[src/rtl/cache_wb_buffer_pkg.sv]
// rtl/cache_wb_buffer_pkg.sv - shared defaults and sizing helper for the writeback buffer
package cache_wb_buffer_pkg;

  localparam int DEF_NUM_ENTRIES     = 4;
  localparam int DEF_LINE_SIZE       = 16;
  localparam int DEF_LINE_ADDR_WIDTH = 26;
  localparam int DEF_MEM_TAG_WIDTH   = 4;

  function automatic int ptr_width(input int n);
    return (n > 1) ? $clog2(n) : 1;
  endfunction

endpackage

[src/rtl/cache_wb_buffer_if.sv]
// rtl/cache_wb_buffer_if.sv - eviction, memory-request and lookup signals of the writeback buffer
interface cache_wb_buffer_if #(
  parameter int LINE_SIZE       = cache_wb_buffer_pkg::DEF_LINE_SIZE,
  parameter int LINE_ADDR_WIDTH = cache_wb_buffer_pkg::DEF_LINE_ADDR_WIDTH,
  parameter int MEM_TAG_WIDTH   = cache_wb_buffer_pkg::DEF_MEM_TAG_WIDTH
);

  logic                       evict_valid;
  logic [LINE_ADDR_WIDTH-1:0] evict_addr;
  logic [LINE_SIZE*8-1:0]     evict_data;
  logic [LINE_SIZE-1:0]       evict_byteen;
  logic                       evict_ready;

  logic                       mem_req_valid;
  logic                       mem_req_rw;
  logic [LINE_ADDR_WIDTH-1:0] mem_req_addr;
  logic [LINE_SIZE*8-1:0]     mem_req_data;
  logic [LINE_SIZE-1:0]       mem_req_byteen;
  logic [MEM_TAG_WIDTH-1:0]   mem_req_tag;
  logic                       mem_req_ready;

  logic [LINE_ADDR_WIDTH-1:0] lookup_addr;
  logic                       lookup_hit;
  logic                       empty;

  // slave is the buffer itself; master is the bank/memory side driving it
  modport slave (
    input  evict_valid, evict_addr, evict_data, evict_byteen,
    output evict_ready,
    output mem_req_valid, mem_req_rw, mem_req_addr, mem_req_data, mem_req_byteen, mem_req_tag,
    input  mem_req_ready,
    input  lookup_addr,
    output lookup_hit, empty
  );

  modport master (
    output evict_valid, evict_addr, evict_data, evict_byteen,
    input  evict_ready,
    input  mem_req_valid, mem_req_rw, mem_req_addr, mem_req_data, mem_req_byteen, mem_req_tag,
    output mem_req_ready,
    output lookup_addr,
    input  lookup_hit, empty
  );

endinterface

[src/rtl/cache_wb_entry_match.sv]
// rtl/cache_wb_entry_match.sv - per-entry address comparator array producing a match vector
module cache_wb_entry_match #(
  parameter int NUM_ENTRIES = 4,
  parameter int ADDR_WIDTH  = 26
) (
  input  logic [NUM_ENTRIES-1:0]                 i_valid,
  input  logic [NUM_ENTRIES-1:0][ADDR_WIDTH-1:0] i_addr,
  input  logic [ADDR_WIDTH-1:0]                  i_lookup_addr,
  output logic [NUM_ENTRIES-1:0]                 o_match
);

  always_comb begin
    o_match = '0;
    for (int i = 0; i < NUM_ENTRIES; i++) begin
      o_match[i] = i_valid[i] && (i_addr[i] == i_lookup_addr);
    end
  end

endmodule

[src/rtl/cache_wb_buffer.sv]
// rtl/cache_wb_buffer.sv - per-bank writeback FIFO feeding memory write requests
module cache_wb_buffer import cache_wb_buffer_pkg::*; #(
  parameter int BANK_ID         = 0,
  parameter int NUM_ENTRIES     = DEF_NUM_ENTRIES,
  parameter int LINE_SIZE       = DEF_LINE_SIZE,
  parameter int LINE_ADDR_WIDTH = DEF_LINE_ADDR_WIDTH,
  parameter int MEM_TAG_WIDTH   = DEF_MEM_TAG_WIDTH
) (
  input  logic                   clk,
  input  logic                   reset,
  cache_wb_buffer_if.slave       bus
);

  localparam int PTR_W  = ptr_width(NUM_ENTRIES);
  localparam int CNT_W  = PTR_W + 1;
  localparam int DATA_W = LINE_SIZE * 8;

  logic [PTR_W-1:0]                            r_head;
  logic [PTR_W-1:0]                            r_tail;
  logic [CNT_W-1:0]                            r_count;
  logic [NUM_ENTRIES-1:0]                      r_valid;
  logic [NUM_ENTRIES-1:0][LINE_ADDR_WIDTH-1:0] r_addr;
  logic [NUM_ENTRIES-1:0][DATA_W-1:0]          r_data;
  logic [NUM_ENTRIES-1:0][LINE_SIZE-1:0]       r_byteen;

  logic                   w_full;
  logic                   w_dirty;
  logic                   w_evict_ready;
  logic                   w_enq;
  logic                   w_req_valid;
  logic                   w_deq;
  logic [NUM_ENTRIES-1:0] w_match;
  logic                   w_evict_match;

  assign w_full        = (r_count == CNT_W'(NUM_ENTRIES));
  assign w_dirty       = |bus.evict_byteen;
  // ready ignores a same-cycle dequeue so a freed slot is only usable next cycle
  assign w_evict_ready = !w_full && !reset;
  assign w_enq         = bus.evict_valid && w_evict_ready && w_dirty;
  assign w_req_valid   = (r_count != '0) && !reset;
  assign w_deq         = w_req_valid && bus.mem_req_ready;

  always_ff @(posedge clk) begin
    if (reset) begin
      r_head  <= '0;
      r_tail  <= '0;
      r_count <= '0;
      r_valid <= '0;
    end else begin
      if (w_deq) begin
        r_valid[r_head] <= 1'b0;
        r_head          <= r_head + PTR_W'(1);
      end
      if (w_enq) begin
        r_valid[r_tail] <= 1'b1;
        r_tail          <= r_tail + PTR_W'(1);
      end
      if (w_enq && !w_deq) begin
        r_count <= r_count + CNT_W'(1);
      end else if (w_deq && !w_enq) begin
        r_count <= r_count - CNT_W'(1);
      end
    end
  end

  // payload storage needs no reset; only the valid bits qualify it
  always_ff @(posedge clk) begin
    if (w_enq) begin
      r_addr[r_tail]   <= bus.evict_addr;
      r_data[r_tail]   <= bus.evict_data;
      r_byteen[r_tail] <= bus.evict_byteen;
    end
  end

  cache_wb_entry_match #(
    .NUM_ENTRIES (NUM_ENTRIES),
    .ADDR_WIDTH  (LINE_ADDR_WIDTH)
  ) u_match (
    .i_valid       (r_valid),
    .i_addr        (r_addr),
    .i_lookup_addr (bus.lookup_addr),
    .o_match       (w_match)
  );

  assign w_evict_match = bus.evict_valid && w_dirty && (bus.evict_addr == bus.lookup_addr);

  assign bus.evict_ready    = w_evict_ready;
  assign bus.mem_req_valid  = w_req_valid;
  assign bus.mem_req_rw     = 1'b1;
  assign bus.mem_req_addr   = r_addr[r_head];
  assign bus.mem_req_data   = r_data[r_head];
  assign bus.mem_req_byteen = r_byteen[r_head];
  assign bus.mem_req_tag    = MEM_TAG_WIDTH'(r_head);
  assign bus.lookup_hit     = !reset && ((|w_match) || w_evict_match);
  assign bus.empty          = (r_count == '0) || reset;

  a_no_enq_when_full: assert property (@(posedge clk) disable iff (reset) w_enq |-> !w_full)
    else $error("cache_wb_buffer bank %0d: enqueue while full", BANK_ID);

  a_evict_known: assert property (@(posedge clk) disable iff (reset)
    bus.evict_valid |-> !$isunknown({bus.evict_addr, bus.evict_data, bus.evict_byteen}))
    else $error("cache_wb_buffer bank %0d: X on evict fields", BANK_ID);

endmodule
[src/flat_wrapper.sv]
// flat-port wrapper written by rule: the top's interface ports become plain ports
module cache_wb_buffer_flat import cache_wb_buffer_pkg::*;
#(
  parameter int BANK_ID         = 0,
  parameter int NUM_ENTRIES     = DEF_NUM_ENTRIES,
  parameter int LINE_SIZE       = DEF_LINE_SIZE,
  parameter int LINE_ADDR_WIDTH = DEF_LINE_ADDR_WIDTH,
  parameter int MEM_TAG_WIDTH   = DEF_MEM_TAG_WIDTH
)
  (clk, reset, bus_evict_valid, bus_evict_addr, bus_evict_data, bus_evict_byteen, bus_evict_ready, bus_mem_req_valid, bus_mem_req_rw, bus_mem_req_addr, bus_mem_req_data, bus_mem_req_byteen, bus_mem_req_tag, bus_mem_req_ready, bus_lookup_addr, bus_lookup_hit, bus_empty);
  cache_wb_buffer_if #(.LINE_SIZE(LINE_SIZE), .LINE_ADDR_WIDTH(LINE_ADDR_WIDTH), .MEM_TAG_WIDTH(MEM_TAG_WIDTH)) bus_i ();
  input  logic clk;
  input  logic reset;
  input wire logic [$bits(bus_i.evict_valid)-1:0] bus_evict_valid;
  input wire logic [$bits(bus_i.evict_addr)-1:0] bus_evict_addr;
  input wire logic [$bits(bus_i.evict_data)-1:0] bus_evict_data;
  input wire logic [$bits(bus_i.evict_byteen)-1:0] bus_evict_byteen;
  output wire logic [$bits(bus_i.evict_ready)-1:0] bus_evict_ready;
  output wire logic [$bits(bus_i.mem_req_valid)-1:0] bus_mem_req_valid;
  output wire logic [$bits(bus_i.mem_req_rw)-1:0] bus_mem_req_rw;
  output wire logic [$bits(bus_i.mem_req_addr)-1:0] bus_mem_req_addr;
  output wire logic [$bits(bus_i.mem_req_data)-1:0] bus_mem_req_data;
  output wire logic [$bits(bus_i.mem_req_byteen)-1:0] bus_mem_req_byteen;
  output wire logic [$bits(bus_i.mem_req_tag)-1:0] bus_mem_req_tag;
  input wire logic [$bits(bus_i.mem_req_ready)-1:0] bus_mem_req_ready;
  input wire logic [$bits(bus_i.lookup_addr)-1:0] bus_lookup_addr;
  output wire logic [$bits(bus_i.lookup_hit)-1:0] bus_lookup_hit;
  output wire logic [$bits(bus_i.empty)-1:0] bus_empty;
  assign bus_i.evict_valid = bus_evict_valid;
  assign bus_i.evict_addr = bus_evict_addr;
  assign bus_i.evict_data = bus_evict_data;
  assign bus_i.evict_byteen = bus_evict_byteen;
  assign bus_evict_ready = bus_i.evict_ready;
  assign bus_mem_req_valid = bus_i.mem_req_valid;
  assign bus_mem_req_rw = bus_i.mem_req_rw;
  assign bus_mem_req_addr = bus_i.mem_req_addr;
  assign bus_mem_req_data = bus_i.mem_req_data;
  assign bus_mem_req_byteen = bus_i.mem_req_byteen;
  assign bus_mem_req_tag = bus_i.mem_req_tag;
  assign bus_i.mem_req_ready = bus_mem_req_ready;
  assign bus_i.lookup_addr = bus_lookup_addr;
  assign bus_lookup_hit = bus_i.lookup_hit;
  assign bus_empty = bus_i.empty;
  cache_wb_buffer #(.BANK_ID(BANK_ID), .NUM_ENTRIES(NUM_ENTRIES), .LINE_SIZE(LINE_SIZE), .LINE_ADDR_WIDTH(LINE_ADDR_WIDTH), .MEM_TAG_WIDTH(MEM_TAG_WIDTH)) u_core (.clk(clk), .reset(reset), .bus(bus_i));
endmodule
[config.mk]
export PLATFORM = sky130hd
export DESIGN_NAME = cache_wb_buffer_flat
export DESIGN_NICKNAME = d
export VERILOG_FILES = /design/src/rtl/cache_wb_buffer_pkg.sv /design/src/rtl/cache_wb_buffer_if.sv /design/src/rtl/cache_wb_entry_match.sv /design/src/rtl/cache_wb_buffer.sv /design/src/flat_wrapper.sv
export SDC_FILE = /design/constraint.sdc
export NUM_CORES = 1
export LEC_CHECK = 0
export CORE_AREA = 2 2 215 217
export CTS_BUF_LIST = sky130_fd_sc_hd__clkbuf_4 sky130_fd_sc_hd__clkbuf_8
export DETAILED_ROUTE_END_ITERATION = 12
export DIE_AREA = 0 0 217 219
export GPL_TIMING_DRIVEN = 1
export PLACE_DENSITY = 0.86
export SLEW_MARGIN = 10
export SYNTH_ARGS = -nofsm -noshare
export SYNTH_HDL_FRONTEND = slang
export SYNTH_SLANG_ARGS = --single-unit
[constraint.sdc]
create_clock -name clk -period 17.05 [get_ports clk]
set_clock_uncertainty 0.1 [all_clocks]
set_input_delay 3.41 -clock clk [delete_from_list [all_inputs] [get_ports clk]]
set_output_delay 3.41 -clock clk [all_outputs]
set_load 0.02 [all_outputs]
After elaboration in Yosys (flattened, before gate mapping) --
Cells that the tools add are included.
Cells by class: reduce and logical (&&, ||, !) cells 27, $add $sub $neg 4, multiplexer cells 24, bitwise logic cells 3, eq/ne operators 6, order comparisons 4
Operator list (count):
- $bwmux W512 | 1
- $bmux W128 S2 | 1
- $demux W128 S2 | 1
- $mux W128 | 2
- $eq A26 B26 Y1 | 5
- $bwmux W104 | 1
- $bwmux W64 | 1
- $bmux W26 S2 | 1
- $demux W26 S2 | 1
- $mux W26 | 2
- $bmux W16 S2 | 1
- $demux W16 S2 | 1
- $mux W16 | 2
- $logic_and A1 B1 Y1 | 16
- $reduce_or A16 Y1 | 1
- $mux W4 | 3
- $lt A2 B3 Y1 const B | 2
- $mux W3 | 2
- $add A2 B1 Y2 const B | 2
- $and A4 B4 Y4 | 1
- $demux W1 S2 | 2
- $ge A2 B1 Y1 const B | 2
- $logic_not A1 Y1 | 4
- $not A4 Y4 | 1
- 10 further kinds | 12
Storage, ports and cells: output and inout bits 179, input bits 200, register bits after elaboration 691

Depth between registers and ports, before layout --
depth in word-level cells 10, mapped depth 10

Modules after synthesis --
From an unflattened synthesis, not the netlist that was laid out.
Second synthesis, totals: cells, all modules 1168, area, all modules 26920.8 um^2
By module, submodules not included:
- cache_wb_buffer | instances 1, area an instance 25508.2 um^2, seq. area each 20639.8 um^2, cells each 1002
- cache_wb_entry_match | instances 1, area an instance 1412.6 um^2, seq. area each 0.0 um^2, cells each 166

Worst setup path after synthesis --
No wires, ideal clock.
path kind input-to-reg, from in reset, to reg u_core.r_addr[0] (netlist name) (enable), setup slack 8.308 ns, arrival 8.091 ns, data required time 16.400 ns, buffers on the path 1, stages on the path 4, path through a21oi_1 > and3_4 > buf_6 > and2_1
Between the ends: word-level cells in the longest chain between the ends 4
RTL lines:
- start, declared | line flat_wrapper.sv:13 | input logic reset;
- $logic_not A1 Y1 | line cache_wb_buffer.sv:38 | assign w_evict_ready = !w_full && !reset;
- $logic_and A1 B1 Y1 | line cache_wb_buffer.sv:38
- $logic_and A1 B1 Y1 (2 in a row) | line cache_wb_buffer.sv:39 | assign w_enq = bus.evict_valid && w_evict_ready && w_dirty;
- net u_core.w_enq | line cache_wb_buffer.sv:29 | logic w_enq;
- end signal, assigned by index | line cache_wb_buffer.sv:69 | r_addr[r_tail] <= bus.evict_addr;
- end, declared | line cache_wb_buffer.sv:22 | logic [NUM_ENTRIES-1:0][LINE_ADDR_WIDTH-1:0] r_addr;
The timed path passes the listed nets, and every way through them passes these cells. A chain may end at the register's enable or synchronous reset.

Final worst setup path --
from in bus_lookup_addr[6], to out bus_lookup_hit
Between the ends: word-level cells in the longest chain between the ends 5, elaborated cells between the ends (all ways) 13, classes of those cells eq/ne (5); reduce/logical (8)
RTL lines:
- start, declared | line flat_wrapper.sv:26 | input wire logic [$bits(bus_i.lookup_addr)-1:0] bus_lookup_addr;
- $eq A26 B26 Y1 | line cache_wb_entry_match.sv:15 | o_match[i] = i_valid[i] && (i_addr[i] == i_lookup_addr);
- $logic_and A1 B1 Y1 | line cache_wb_entry_match.sv:15
- $reduce_or A4 Y1 | line cache_wb_buffer.sv:94 | assign bus.lookup_hit = !reset && ((|w_match) || w_evict_match);
- $logic_or A1 B1 Y1 * | line cache_wb_buffer.sv:94
- $logic_and A1 B1 Y1 * | line cache_wb_buffer.sv:94
- end, declared | line flat_wrapper.sv:27 | output wire logic [$bits(bus_i.lookup_hit)-1:0] bus_lookup_hit;
Every way passes the cells marked *; elsewhere a longest branch is shown, timed or not.

==> flow_summary.json <==
{
  "ant_nets": 0,
  "critPathCaptureType": "primary output",
  "cts_tree": "done",
  "cts_made_buffers": 107,
  "ys_types": 32,
  "first_global_vias": 14141,
  "path_clk_slew_ps": 60,
  "num_vias": 13486,
  "seqPwrFrac_pct": 48.8,
  "cp_top_family": "buffers and inverters",
  "cap_violations": 0,
  "finalCriticalPeriod_ps": 9490,
  "synth_top_cell_area_share_pct": 76.2,
  "wl_met3_um": 5610,
  "clkPwrFrac_pct": 31.3,
  "p_leak_nw": 10.3,
  "status": "complete, no violations",
  "wl_met1_um": 21500,
  "swShare_pct": 25.9,
  "die_h_um": 219,
  "ios": 379,
  "synth_edf_count": 680,
  "dp_hpwl_um": 36100,
  "drtIter0Drc": 1408,
  "p_per_area_nw_per_um2": 125,
  "crit_required_ps": 13540,
  "drv_slew": 0,
  "hold_violations": 0,
  "clock.fmax_mhz": 105,
  "place.port_buffers": 375,
  "intPower_mw": 3.04,
  "rsz0062_at_grt": "no",
  "start_kind": "input pin",
  "drc": 0,
  "multiInputGateArea_um2": 5690,
  "cp.arrival_ps": 5980,
  "cp.buffers_inverters": 2,
  "synth-seq-area-share_pct": 77.0,
  "viasPerCell": 5.89,
  "tns_ps": 0,
  "async_flop_share_pct": 0,
  "max_stage_delay_ps": 650,
  "wl_per_cell_um": 25.5,
  "wl_met2_um": 29500,
  "synth_flop_cell": "edfxtp_1",
  "grt_max_degree": 68,
  "cts.sinks": 691,
  "peakVddDrop_mv": 0.138,
  "coreArea_um2": 45100,
  "path_cells": "clkdlybuf4s50_1 -> xnor2_1 -> nand4_1 -> nor4_1 -> nand4_1 -> a41oi_2 -> clkdlybuf4s50_1",
  "dieArea_um2": 47500,
  "area_growth_pct": 23.1,
  "wl_um": 58400,
  "max_slew_margin_pct": 31.7,
  "drtPass1Iterations": 5,
  "layout_worst_path_cycle_share_pct": 55.7,
  "grt_usage_pct": 24.7,
  "cts_resized": 0,
  "post_cts_buffers": 0,
  "clk_latency_ps": 680,
  "start_util_pct": 59.4,
  "syn_avg_cell_area_um2": 22.9,
  "fillers": 2520,
  "regArea_um2": 20600,
  "worst_pin_slew_ps": 1030,
  "synth_area_um2": 26800,
  "rows": 78,
  "postSynthCellCount": 1169,
  "switchingPower_mw": 1.06,
  "utilization_pct": 73.1,
  "cp_max_fo": 5,
  "fin_nets": 1808,
  "grt_overflow": 0,
  "whs_ps": 433,
  "cts_hold_buf": 0,
  "cts_root_buf": "clkbuf_8",
  "min_path_type": "register to register",
  "topRoutingLayerUsed": "met5",
  "pwr-share-comb_pct": 20.0,
  "setup_viol": 0,
  "grt_pass1_wl_um": 86000,
  "synth.area.top_cells": "edfxtp_1 (76%), mux4_2 (14%), xnor2_1 (3.6%)",
  "clockBufferDepth": 3,
  "gp_congestion": 0.953,
  "drive_above_1_share_pct": 21.1,
  "htreeDepth": 3,
  "die_w_um": 217,
  "synth_area_leader_cell": "edfxtp_1",
  "antenna_found_initial": 9,
  "yosysWarnings": 0,
  "crit_slowest_cell": "clkdlybuf4s50_1",
  "critical_path_class": "input pin to primary output",
  "synth-seq-cells": 691
}
-- kinds of logic after synthesis --
| family | Yosys count | share of synthesized area, % |
|---|---|---|
| buf+inv | 75 | 1.77 |
| compound gates | 10 | 0.304 |
| xor+xnor | 134 | 4.41 |
| fa+ha+maj | 10 | 0.495 |
| simple gates | 75 | 1.59 |
| mux | 172 | 14.4 |
| other cells | 2 | 0.0280 |
| flops | 691 | 77.0 |
-- final timing paths --
check,slack [ps],end,start,depth (start not counted)
max,7560,bus_lookup_hit,bus_lookup_addr[6],7
min,430,u_core.r_count[2],u_core.r_count[2],2
max reg2reg,13860,u_core.r_data[34],u_core.r_count[0],5
min reg2reg,430,u_core.r_count[2],u_core.r_count[2],2
-- sequential cells by signal, summed over array words and instances (netlist names) --
signal and count:
u_core.r_tail 2, u_core.r_valid 4, u_core.r_byteen 64, u_core.r_addr 104, u_core.r_data 512, u_core.r_head 2, u_core.r_count 3
-- placed cells by master, fill, tap and decap left out, types with 10 or more instances in the layout --
| cell type | count |
|---|---|
| nor2_1 | 10 |
| edfxtp_1 | 680 |
| xor2_1 | 24 |
| mux4_2 | 170 |
| nand4_1 | 30 |
| xnor2_1 | 109 |
| clkinv_2 | 15 |
| clkdlybuf4s50_1 | 375 |
| clkbuf_8 | 111 |
| buf_4 | 13 |
| nor4_1 | 13 |
| clkinv_1 | 33 |
| clkbuf_4 | 35 |
-- power groups by stage --
| stage | logic (mW) | registers, mW | clock network [mW] |
|---|---|---|---|
| after CTS | 0.830 | 2.00 | 1.31 |
| final | 0.820 | 2.00 | 1.29 |
| after detailed placement | 0.824 | 2.04 | 0 |
| after global routing | 0.863 | 2.01 | 1.38 |
| after floorplan | 0.485 | 2.03 | 0 |
| after global placement | 0.816 | 2.03 | 0 |
-- worst register-to-register path: cells and delay by family, from the launching register on --
kind,cells,cell delay (ps)
compound gates,1,200
buf+inv,1,870
flops,1,420
simple gates,3,1170
-- final cells by class --
class,instances,share of cell area (%)
Antenna cell,6,0.0455
Clock buffer,146,5.43
Clock inverter,49,0.626
Inverter,6,0.0683
Multi-Input combinational cell,404,17.3
Sequential cell,691,62.6
Tap cell,600,2.28
Timing Repair Buffer,388,11.7
-- per-stage QoR --
stage	setup WS [ps]	instance area, µm²	cells	total power [mW]
2_1_floorplan	8310	26800	1170	2.51
3_3_place_gp	7720	31000	2089	2.85
3_5_place_dp	7690	31000	2089	2.86
4_1_cts	7680	33000	2284	4.14
5_1_grt	7520	33000	2290	4.25
6_report	7560	33000	2290	4.11
-- synth_stat cells, types with 2 or more instances --
cell / number
a21oi_1: 2
nand2_1: 3
buf_1: 3
buf_6: 17
xnor2_1: 109
clkbuf_1: 7
mux4_2: 170
dfxtp_1: 11
ha_1: 9
buf_2: 37
inv_1: 6
conb_1: 2
nor2_1: 10
nand3_1: 6
xor2_1: 24
and2_1: 4
nor4_1: 13
a22oi_1: 5
edfxtp_1: 680
nand4_1: 30
nor3_1: 6
buf_4: 5
-- routing by layer --
layer  track usage, %  up-vias
li1                 -     5728
met1             31.5     6920
met2             40.0      717
met3             8.30      115
met4             9.06        6
met5                0        -
No activity file was read; power rests on OpenSTA's default activity.
